`src/rtl/alu_pkg.sv`:
```
// Shared constants, opcode encodings and FSM state type for the ALU
// round-robin scheduler.
package alu_pkg;

  localparam int DATA_W = 8;
  localparam int OP_W   = 3;

  localparam logic [OP_W-1:0] OP_ADD = 3'b000;
  localparam logic [OP_W-1:0] OP_SUB = 3'b001;
  localparam logic [OP_W-1:0] OP_AND = 3'b010;
  localparam logic [OP_W-1:0] OP_OR  = 3'b011;
  localparam logic [OP_W-1:0] OP_XOR = 3'b100;

  typedef enum logic [1:0] {
    S_IDLE = 2'd0,
    S_EXEC = 2'd1,
    S_RESP = 2'd2
  } state_t;

endpackage

```
`src/rtl/rr_arbiter2.sv`:
```
// Two-way round-robin grant. Purely combinational: the pointer register
// lives in the parent, this block computes the grant and the next pointer.
module rr_arbiter2 (
  input  logic [1:0] i_valid,
  input  logic       i_ptr,       // requester favoured when both are valid
  input  logic       i_upd,       // a response is being retired this cycle
  input  logic       i_resp_id,   // owner of the retiring response
  output logic [1:0] o_grant,     // one-hot, only for a valid requester
  output logic       o_gnt_id,
  output logic       o_any,
  output logic       o_ptr_next
);

  // Grant selection: a lone valid requester wins, ties go to the pointer.
  always_comb begin
    // NOTE: every output of a combinational block gets a default first so no
    // path leaves it unassigned and no latch is inferred.
    o_gnt_id = 1'b0;
    case (i_valid)
      2'b01:   o_gnt_id = 1'b0;
      2'b10:   o_gnt_id = 1'b1;
      2'b11:   o_gnt_id = i_ptr;
      default: o_gnt_id = 1'b0;
    endcase
  end

  assign o_any      = |i_valid;
  assign o_grant    = o_any ? (o_gnt_id ? 2'b10 : 2'b01) : 2'b00;
  // After serving a requester, favour the other one next time.
  assign o_ptr_next = i_upd ? ~i_resp_id : i_ptr;

endmodule

```
`src/rtl/alu_rr_scheduler.sv`:
```
// Round-robin scheduler sharing one combinational ALU between two
// requesters: IDLE accepts a request, EXEC drives the ALU for one cycle,
// RESP holds the result until the consumer takes it.
// Optional: define ALU_ZERO_FLAG_EN to add the registered resp_zero output.
module alu_rr_scheduler
  import alu_pkg::*;
#(
  parameter int DATA_W = alu_pkg::DATA_W,
  parameter int OP_W   = alu_pkg::OP_W
) (
  input  logic              clk,
  input  logic              rst,
  input  logic              req0_valid,
  output logic              req0_ready,
  input  logic [OP_W-1:0]   req0_op,
  input  logic [DATA_W-1:0] req0_a,
  input  logic [DATA_W-1:0] req0_b,
  input  logic              req1_valid,
  output logic              req1_ready,
  input  logic [OP_W-1:0]   req1_op,
  input  logic [DATA_W-1:0] req1_a,
  input  logic [DATA_W-1:0] req1_b,
  output logic [DATA_W-1:0] alu_a,
  output logic [DATA_W-1:0] alu_b,
  output logic [OP_W-1:0]   alu_op,
  input  logic [DATA_W-1:0] alu_result,
  output logic              resp_valid,
  output logic              resp_id,
  output logic [DATA_W-1:0] resp_data,
  input  logic              resp_ready,
  output logic              busy
`ifdef ALU_ZERO_FLAG_EN
  ,
  output logic              resp_zero
`endif
);

  state_t            r_state;
  state_t            w_state_next;
  logic              r_ptr;
  logic [DATA_W-1:0] r_a;
  logic [DATA_W-1:0] r_b;
  logic [OP_W-1:0]   r_op;
  logic [DATA_W-1:0] r_resp_data;
  logic              r_resp_id;
  logic              w_accept;
  logic              w_retire;
  logic [1:0]        w_grant;
  logic              w_gnt_id;
  logic              w_any;
  logic              w_ptr_next;
  logic              w_idle;

  rr_arbiter2 u_arb (
    .i_valid    ({req1_valid, req0_valid}),
    .i_ptr      (r_ptr),
    .i_upd      (w_retire),
    .i_resp_id  (r_resp_id),
    .o_grant    (w_grant),
    .o_gnt_id   (w_gnt_id),
    .o_any      (w_any),
    .o_ptr_next (w_ptr_next)
  );

  assign w_idle = (r_state == S_IDLE);

  // Next-state logic and the accept/retire strobes that follow from it.
  always_comb begin
    w_state_next = r_state;
    w_accept     = 1'b0;
    w_retire     = 1'b0;
    case (r_state)
      S_IDLE: begin
        if (w_any) begin
          w_accept     = 1'b1;
          w_state_next = S_EXEC;
        end
      end
      S_EXEC: w_state_next = S_RESP;
      S_RESP: begin
        if (resp_ready) begin
          w_retire     = 1'b1;
          w_state_next = S_IDLE;
        end
      end
      default: w_state_next = S_IDLE;
    endcase
  end

  // State, pointer, operand and response registers.
  always_ff @(posedge clk) begin
    if (rst) begin
      r_state     <= S_IDLE;
      r_ptr       <= 1'b0;
      r_a         <= '0;
      r_b         <= '0;
      r_op        <= '0;
      r_resp_data <= '0;
      r_resp_id   <= 1'b0;
    end else begin
      // NOTE: sequential state uses non-blocking assignments so every
      // register samples the pre-edge values, independent of statement order.
      r_state <= w_state_next;
      r_ptr   <= w_ptr_next;
      if (w_accept) begin
        r_a       <= w_gnt_id ? req1_a  : req0_a;
        r_b       <= w_gnt_id ? req1_b  : req0_b;
        r_op      <= w_gnt_id ? req1_op : req0_op;
        r_resp_id <= w_gnt_id;
      end
      if (r_state == S_EXEC) begin
        r_resp_data <= alu_result;
      end
    end
  end

`ifdef ALU_ZERO_FLAG_EN
  logic r_resp_zero;

  // Zero flag captured with the result so it stays aligned with resp_data.
  always_ff @(posedge clk) begin
    if (rst) begin
      r_resp_zero <= 1'b0;
    end else if (r_state == S_EXEC) begin
      r_resp_zero <= (alu_result == '0);
    end
  end

  assign resp_zero = r_resp_zero;
`endif

  // The ALU sees the operand registers directly, so its inputs simply hold
  // their last values outside EXEC.
  assign alu_a      = r_a;
  assign alu_b      = r_b;
  assign alu_op     = r_op;
  assign resp_valid = (r_state == S_RESP);
  assign resp_id    = r_resp_id;
  assign resp_data  = r_resp_data;
  assign busy       = ~w_idle;
  assign req0_ready = w_idle & w_grant[0];
  assign req1_ready = w_idle & w_grant[1];

endmodule

```
`config.mk`:
```
export PLATFORM = sky130hd
export DESIGN_NAME = alu_rr_scheduler
export DESIGN_NICKNAME = d
export VERILOG_FILES = /design/src/rtl/alu_pkg.sv /design/src/rtl/rr_arbiter2.sv /design/src/rtl/alu_rr_scheduler.sv
export SDC_FILE = /design/constraint.sdc
export NUM_CORES = 1
export LEC_CHECK = 0
export CORE_MARGIN = 2
export CORE_UTILIZATION = 39
export CTS_BUF_LIST = sky130_fd_sc_hd__clkbuf_8
export DETAILED_ROUTE_END_ITERATION = 10
export GPL_ROUTABILITY_DRIVEN = 0
export PLACE_DENSITY = 0.82
export SYNTH_ARGS = -nofsm -noshare
export SYNTH_HDL_FRONTEND = slang
export SYNTH_HIERARCHICAL = 1
export SYNTH_SLANG_ARGS = --single-unit
```
`constraint.sdc`:
```
create_clock -name clk -period 1.37 [get_ports clk]
set_input_delay 0.274 -clock clk [delete_from_list [all_inputs] [get_ports clk]]
set_output_delay 0.274 -clock clk [all_outputs]
set_load 0.005 [all_outputs]
```
==> summary.md <==
| Metric | Value |
|---|---|
| Outcome | `finished with violations` |
| Failing checks | `setup timing` |
| Post-DP HPWL | `2560 um` |
| Worst EP required | `1.56 ns` |
| Global-route wire length before repair | `6140 um` |
| CTS tree | `built` |
| Period utilization | `108%` |
| Avg Cell Area, Syn | `9.87 um2` |
| Final worst slack | `-0.106 ns` |
| PwrDens | `981 nW/um2` |
| Full die area | `4170 um2` |
| Final Slew Violations | `0` |
| Nets | `297` |
| WL final | `4160 um` |
| H-tree levels | `2` |
| CP Launch Type | `register` |
| Final design utilization | `73.5%` |
| DR pass1 iterations | `4` |
| Die W | `64.6 um` |
| Post-Syn Area | `1430 um2` |
| Post-Place Cells | `274` |
| Yosys reg bits | `31` |
| Netlist cell types | `19` |
| Share of layout cells above drive strength 1 | `30.8%` |
| GR Util All Layers | `19.1%` |
| Post-synthesis sequential area ratio | `43.4%` |
| Fmax achieved | `678 MHz` |
| Clock transition at path regs | `0.07 ns` |
| Final clock skew | `0.00523 ns` |
| Ys Warns | `6` |
| Initial core utilization | `39.7%` |
| Syn nets | `196` |
| Area growth syn-to-layout | `85.1%` |
| Die height | `64.6 um` |
| Fillers | `282` |
| Most common cell after layout, fill and taps aside | `clkdlybuf4s50_1` |
| Design Area, Final | `2650 um2` |
| Final Hold Violating Endpoints | `0` |
| I/O Pins | `83` |
| # rows | `22` |
| Minimum clock period | `1.48 ns` |
| CP Class | `reg2reg` |
| Vias in the first global route | `1,330` |
| Most frequent cells in the layout | `clkdlybuf4s50_1, dlygate4sd2_1, dfxtp_1` |
| Tot Pwr | `2.60 mW` |
| IO buf count | `82` |
| Largest net degree at the start of global routing | `21` |
| Initial antenna violation count | `0` |
| GRT Residual Overflow | `0` |
| DR iter-0 viols | `29` |
| Slew headroom | `77.9%` |
| WL per Instance | `14.1 um` |
| CTS Buf Count | `5` |
| Core area | `3610 um2` |
| Final std cells w/o fill | `295` |
| Clock root buffer | `clkbuf_8` |
| Setup violators final | `15` |
| Max_cap viols | `0` |
| Max Fanout on Critical Path | `8` |
| Vias | `1,385` |
| Worst Hold Slack | `0.452 ns` |
| Worst Tran Pin Value | `0.331 ns` |
| Placed Area | `2370 um2` |
| Worst-skew pair later-pin latency | `0.27 ns` |
| Clk buf depth | `2` |
| Worst vdd ir | `0.667 mV` |
| Post-synthesis cell count | `145` |
| Setup crit end kind | `register` |
| Min-Delay Path Class | `reg2reg` |
| Antenna viol nets, final | `0` |
| Setup WS pre-CTS | `-0.480 ns` |
| RSZ-0062 raised after global routing | `true` |
| Crit path DAT | `1.67 ns` |
| Clock Sink Count | `31` |
| Leak | `1.13 nW` |
| Setup Total Neg Slack | `-0.497 ns` |
| Residual DRC count | `0` |
| Ant. Diodes | `0` |
| DR vias/cell | `4.69` |
## repair_timing
item                       4_1_cts  5_1_grt
cloned                           2        1
hold buffers                     0        0
resized for setup               63       27
buffers inserted                 9        3
pin swaps                        8       18
setup endpoints to repair       52       25
## cell usage after synthesis
cell type,number,area [um2]
dfxtp_1,31,621
nor2_1,22,82.6
mux2i_1,20,200
a211oi_2,19,238
nand2_1,16,60.1
a21oi_1,10,50.1
buf_2,4,20.0
nor2b_1,4,25.0
and2_1,3,18.8
a21boi_1,2,15.0
buf_4,2,15.0
buf_6,2,22.5
clkbuf_1,2,7.51
inv_1,2,7.51
nand2b_1,2,12.5
a21boi_0,1,7.51
buf_1,1,3.75
nor3b_4,1,18.8
or2_1,1,6.26
## state kept, by name, summed over array words and instances, names as in the netlist
signal	flops
alu_a	8
alu_b	8
resp_data	8
alu_op	3
r_state	2
r_ptr	1
resp_id	1
## critical path, cell delays in order, from the launching register on
cell	delay (ns)
dfxtp_4	0.36
buf_6	0.13
buf_6	0.11
nor3b_4	0.23
buf_6	0.17
buf_8	0.14
nor2_1	0.06
a211oi_2	0.19
## where the power goes
part	internal (mW)	leakage, nW	total (mW)	switching, mW
logic	0.517	0.825	0.864	0.347
registers	0.995	0.259	1.05	0.0570
clock network	0.347	0.0477	0.681	0.334
## cell families after synthesis
group / count (synthesis) / share of synthesized area [%]
buf+inv: 13 / 5.33
flops: 31 / 43.4
mux: 20 / 14.0
simple gates: 49 / 15.6
compound gates: 32 / 21.7
## final cells by class
| type | count | area (um2) | area share, % |
|---|---|---|---|
| clock buffer | 5 | 68.8 | 2.60 |
| timing repair buffer | 105 | 1060 | 40.1 |
| multi-input combinational | 101 | 798 | 30.1 |
| inverter | 2 | 10.0 | 0.378 |
| sequential | 31 | 634 | 23.9 |
| clock inverter | 3 | 15.0 | 0.567 |
| tap | 48 | 60.1 | 2.27 |
## final timing paths
check,from,endpoint,slack [ns],cells past startpoint
worst max-delay path,r_state[0]$_SDFFE_PP0P_,alu_a[0]$_SDFFE_PP0P_,-0.11,7
worst min-delay path,resp_data[1]$_SDFFE_PP0N_,resp_data[1]$_SDFFE_PP0N_,0.45,2
worst max register to register,r_state[0]$_SDFFE_PP0P_,alu_a[0]$_SDFFE_PP0P_,-0.11,7
worst min register to register,resp_data[1]$_SDFFE_PP0N_,resp_data[1]$_SDFFE_PP0N_,0.45,2
## layer usage
| layer | wire, um | GRT usage (%) | up-vias |
|---|---|---|---|
| li1 | - | - | 703 |
| met1 | 1670 | 21.3 | 636 |
| met2 | 2190 | 34.4 | 44 |
| met3 | 264 | 5.73 | 2 |
| met4 | 23 | 6.38 | 0 |
| met5 | 0 | 0 | - |
No activity file was read; power rests on OpenSTA's default activity.
==> patch: new RTL, same flow settings <==
Set the package constant `DATA_W` to 12 (it was 8).
--- a/src/rtl/alu_pkg.sv
+++ b/src/rtl/alu_pkg.sv
@@ -3,5 +3,5 @@
 package alu_pkg;
 
-  localparam int DATA_W = 8;
+  localparam int DATA_W = 12;
   localparam int OP_W   = 3;
 
Ports: changed (8 resized); port bits go from 83 to 115. No check against the original RTL was run, so the function may have changed too.
==> patch against the original RTL <==
  * The run still ends with setup timing left
  * Sequential cell count increased by 12
  * Power increased by 29%
  * Design area increased by 31%
  * Synthesized cell count increased by 17%
  * Clock power increased by 45%
  * Synthesized area increased by 34%
  * Routed wire length increased by 35%
  * Setup slack improved by 0.089 ns
  * Highest routed layer unchanged
==> patch: results (changes against the original RTL) <==
grt_max_degree: 29  # was 21
clk_pin_slew_ns: 0.09  # was 0.07 ns
crit_fanout: 13  # was 8
worstSetupStartpoint: "r_ptr"  # was r_state[0]
synth_nets: 240  # was 196
setup_ws_ns: -0.0166  # was -0.106 ns
buf_share_pct: 38.6  # was 40.1%
grt_antenna_before_repair: 0  # unchanged
worstRegToRegCells: 5  # was 7
sh_seq_area_pct: 26.1  # was 23.9%
multiInputGateArea_um2: 1020  # was 798 µm²
clk_share_pct: 3.25  # was 3.16%
ys_seq_area_share_pct: 45.0  # was 43.4%
die_area_um2: 5480  # was 4170 µm²
synth_commonest_cells: "dfxtp_1, mux2i_1, nand2_1, o2bb2ai_2, a21oi_1"  # was dfxtp_1, nor2_1, mux2i_1, a211oi_2, nand2_1
min-delay-start: "resp_data[6]"  # was resp_data[1]
finalClockSkew_ns: 0.00974  # was 0.00523 ns
violations: "setup timing"  # unchanged
synth_area_leaders: "dfxtp_1, mux2i_1, o2bb2ai_2"  # was dfxtp_1, a211oi_2, mux2i_1
multi_input_cells: 111  # was 101
h-tree-depth: 2  # unchanged
clock_sinks: 43  # was 31
clk-insertion-delay-late_ns: 0.29  # was 0.27 ns
inverters: 3  # was 2
holdPathEnd: "resp_data[6]"  # was resp_data[1]
grt_pass1_vias: 1786  # was 1330
synth_cell_type_count: 23  # was 19
grt_usage_pct: 18.8  # was 19.1%
power_leakage_uw: 0.00149  # was 0.00113 µW
wl_mm: 5.60  # was 4.16 mm
layout.nets: 369  # was 297
grt_pass1_wl_mm: 8.01  # was 6.14 mm
diodes: 0  # unchanged
n_fill_cell: 357  # was 282
hold_path_class: "reg -> reg"  # unchanged
finalSetupViolCount: 1  # was 15
viasPerCell: 4.78  # was 4.69
drive_above_1_share_pct: 31.1  # was 30.8%
buffers: 134  # was 105
place_ws_ns: -0.534  # was -0.480 ns
dpl.hpwl_mm: 3.86  # was 2.56 mm
firstDrtPassIters: 4  # unchanged
irDropWorstVdd_mv: 0.690  # was 0.667 mV
relSlewSlack_pct: 72.1  # was 77.9%
r2r-end: "alu_b[11]"  # was alu_a[0]
outcome: "finished, violations left"  # unchanged
drt_iter0_markers: 41  # was 29
port_buffers: 114  # was 82
whs_path_depth: 2  # unchanged
placed_cell_area_um2: 3180  # was 2370 µm²
patch: where the power goes:
part	internal, µW	switching, µW	leakage, µW
clock	543	444	0.0000581
sequential	1380	77.7	0.000365
combinational	555	346	0.00106
patch: worst max-delay path: stages (launching register included):
cell and delay (ns):
dfxtp_2 0.37, inv_2 0.06, a21boi_4 0.21, buf_12 0.18, mux2i_1 0.34, o2bb2ai_2 0.10
patch: per-layer routing:
metal  wire length, µm  global-route usage, %  up-vias
met2              2830                   33.3       75
met3               397                   5.83       12
met1              2250                   20.9      804
met4               121                   7.88        0
li1                  -                      -      860
met5                 0                      0        -
patch: repair_timing:
| item | in CTS | in global routing |
|---|---|---|
| gates resized for setup | 94 | 10 |
| pin swaps | 4 | 2 |
| setup buffers | 5 | 2 |
| cloned | 0 | 4 |
| setup endpoints to repair | 72 | 20 |
patch: cell families (layout without fill, tap and decap cells):
kind of cell,count (synthesis),in the layout,synth area share (%)
muxes,28,28,14.6
DFF,43,43,45.0
and+or+nand+nor,39,39,9.61
AOI/OAI and AO/OA,44,44,24.7
buffers and inverters,15,145,6.08
patch: stage by stage:
| step | power, µW | cells | hold slack [ns] | utilization (%) | setup TNS (ns) |
|---|---|---|---|---|---|
| global route | 3500 | 366 | 0.473 | 73.3 | -0.130 |
| global placement | 2320 | 347 | 0.442 | 67.4 | -11.65 |
| CTS | 3290 | 360 | 0.459 | 70.5 | 0 |
| floorplan | 1820 | 169 | 0.410 | - | 0 |
| finish | 3340 | 366 | 0.457 | 73.3 | -0.0166 |
| detailed placement | 2340 | 347 | 0.446 | 67.4 | -13.18 |
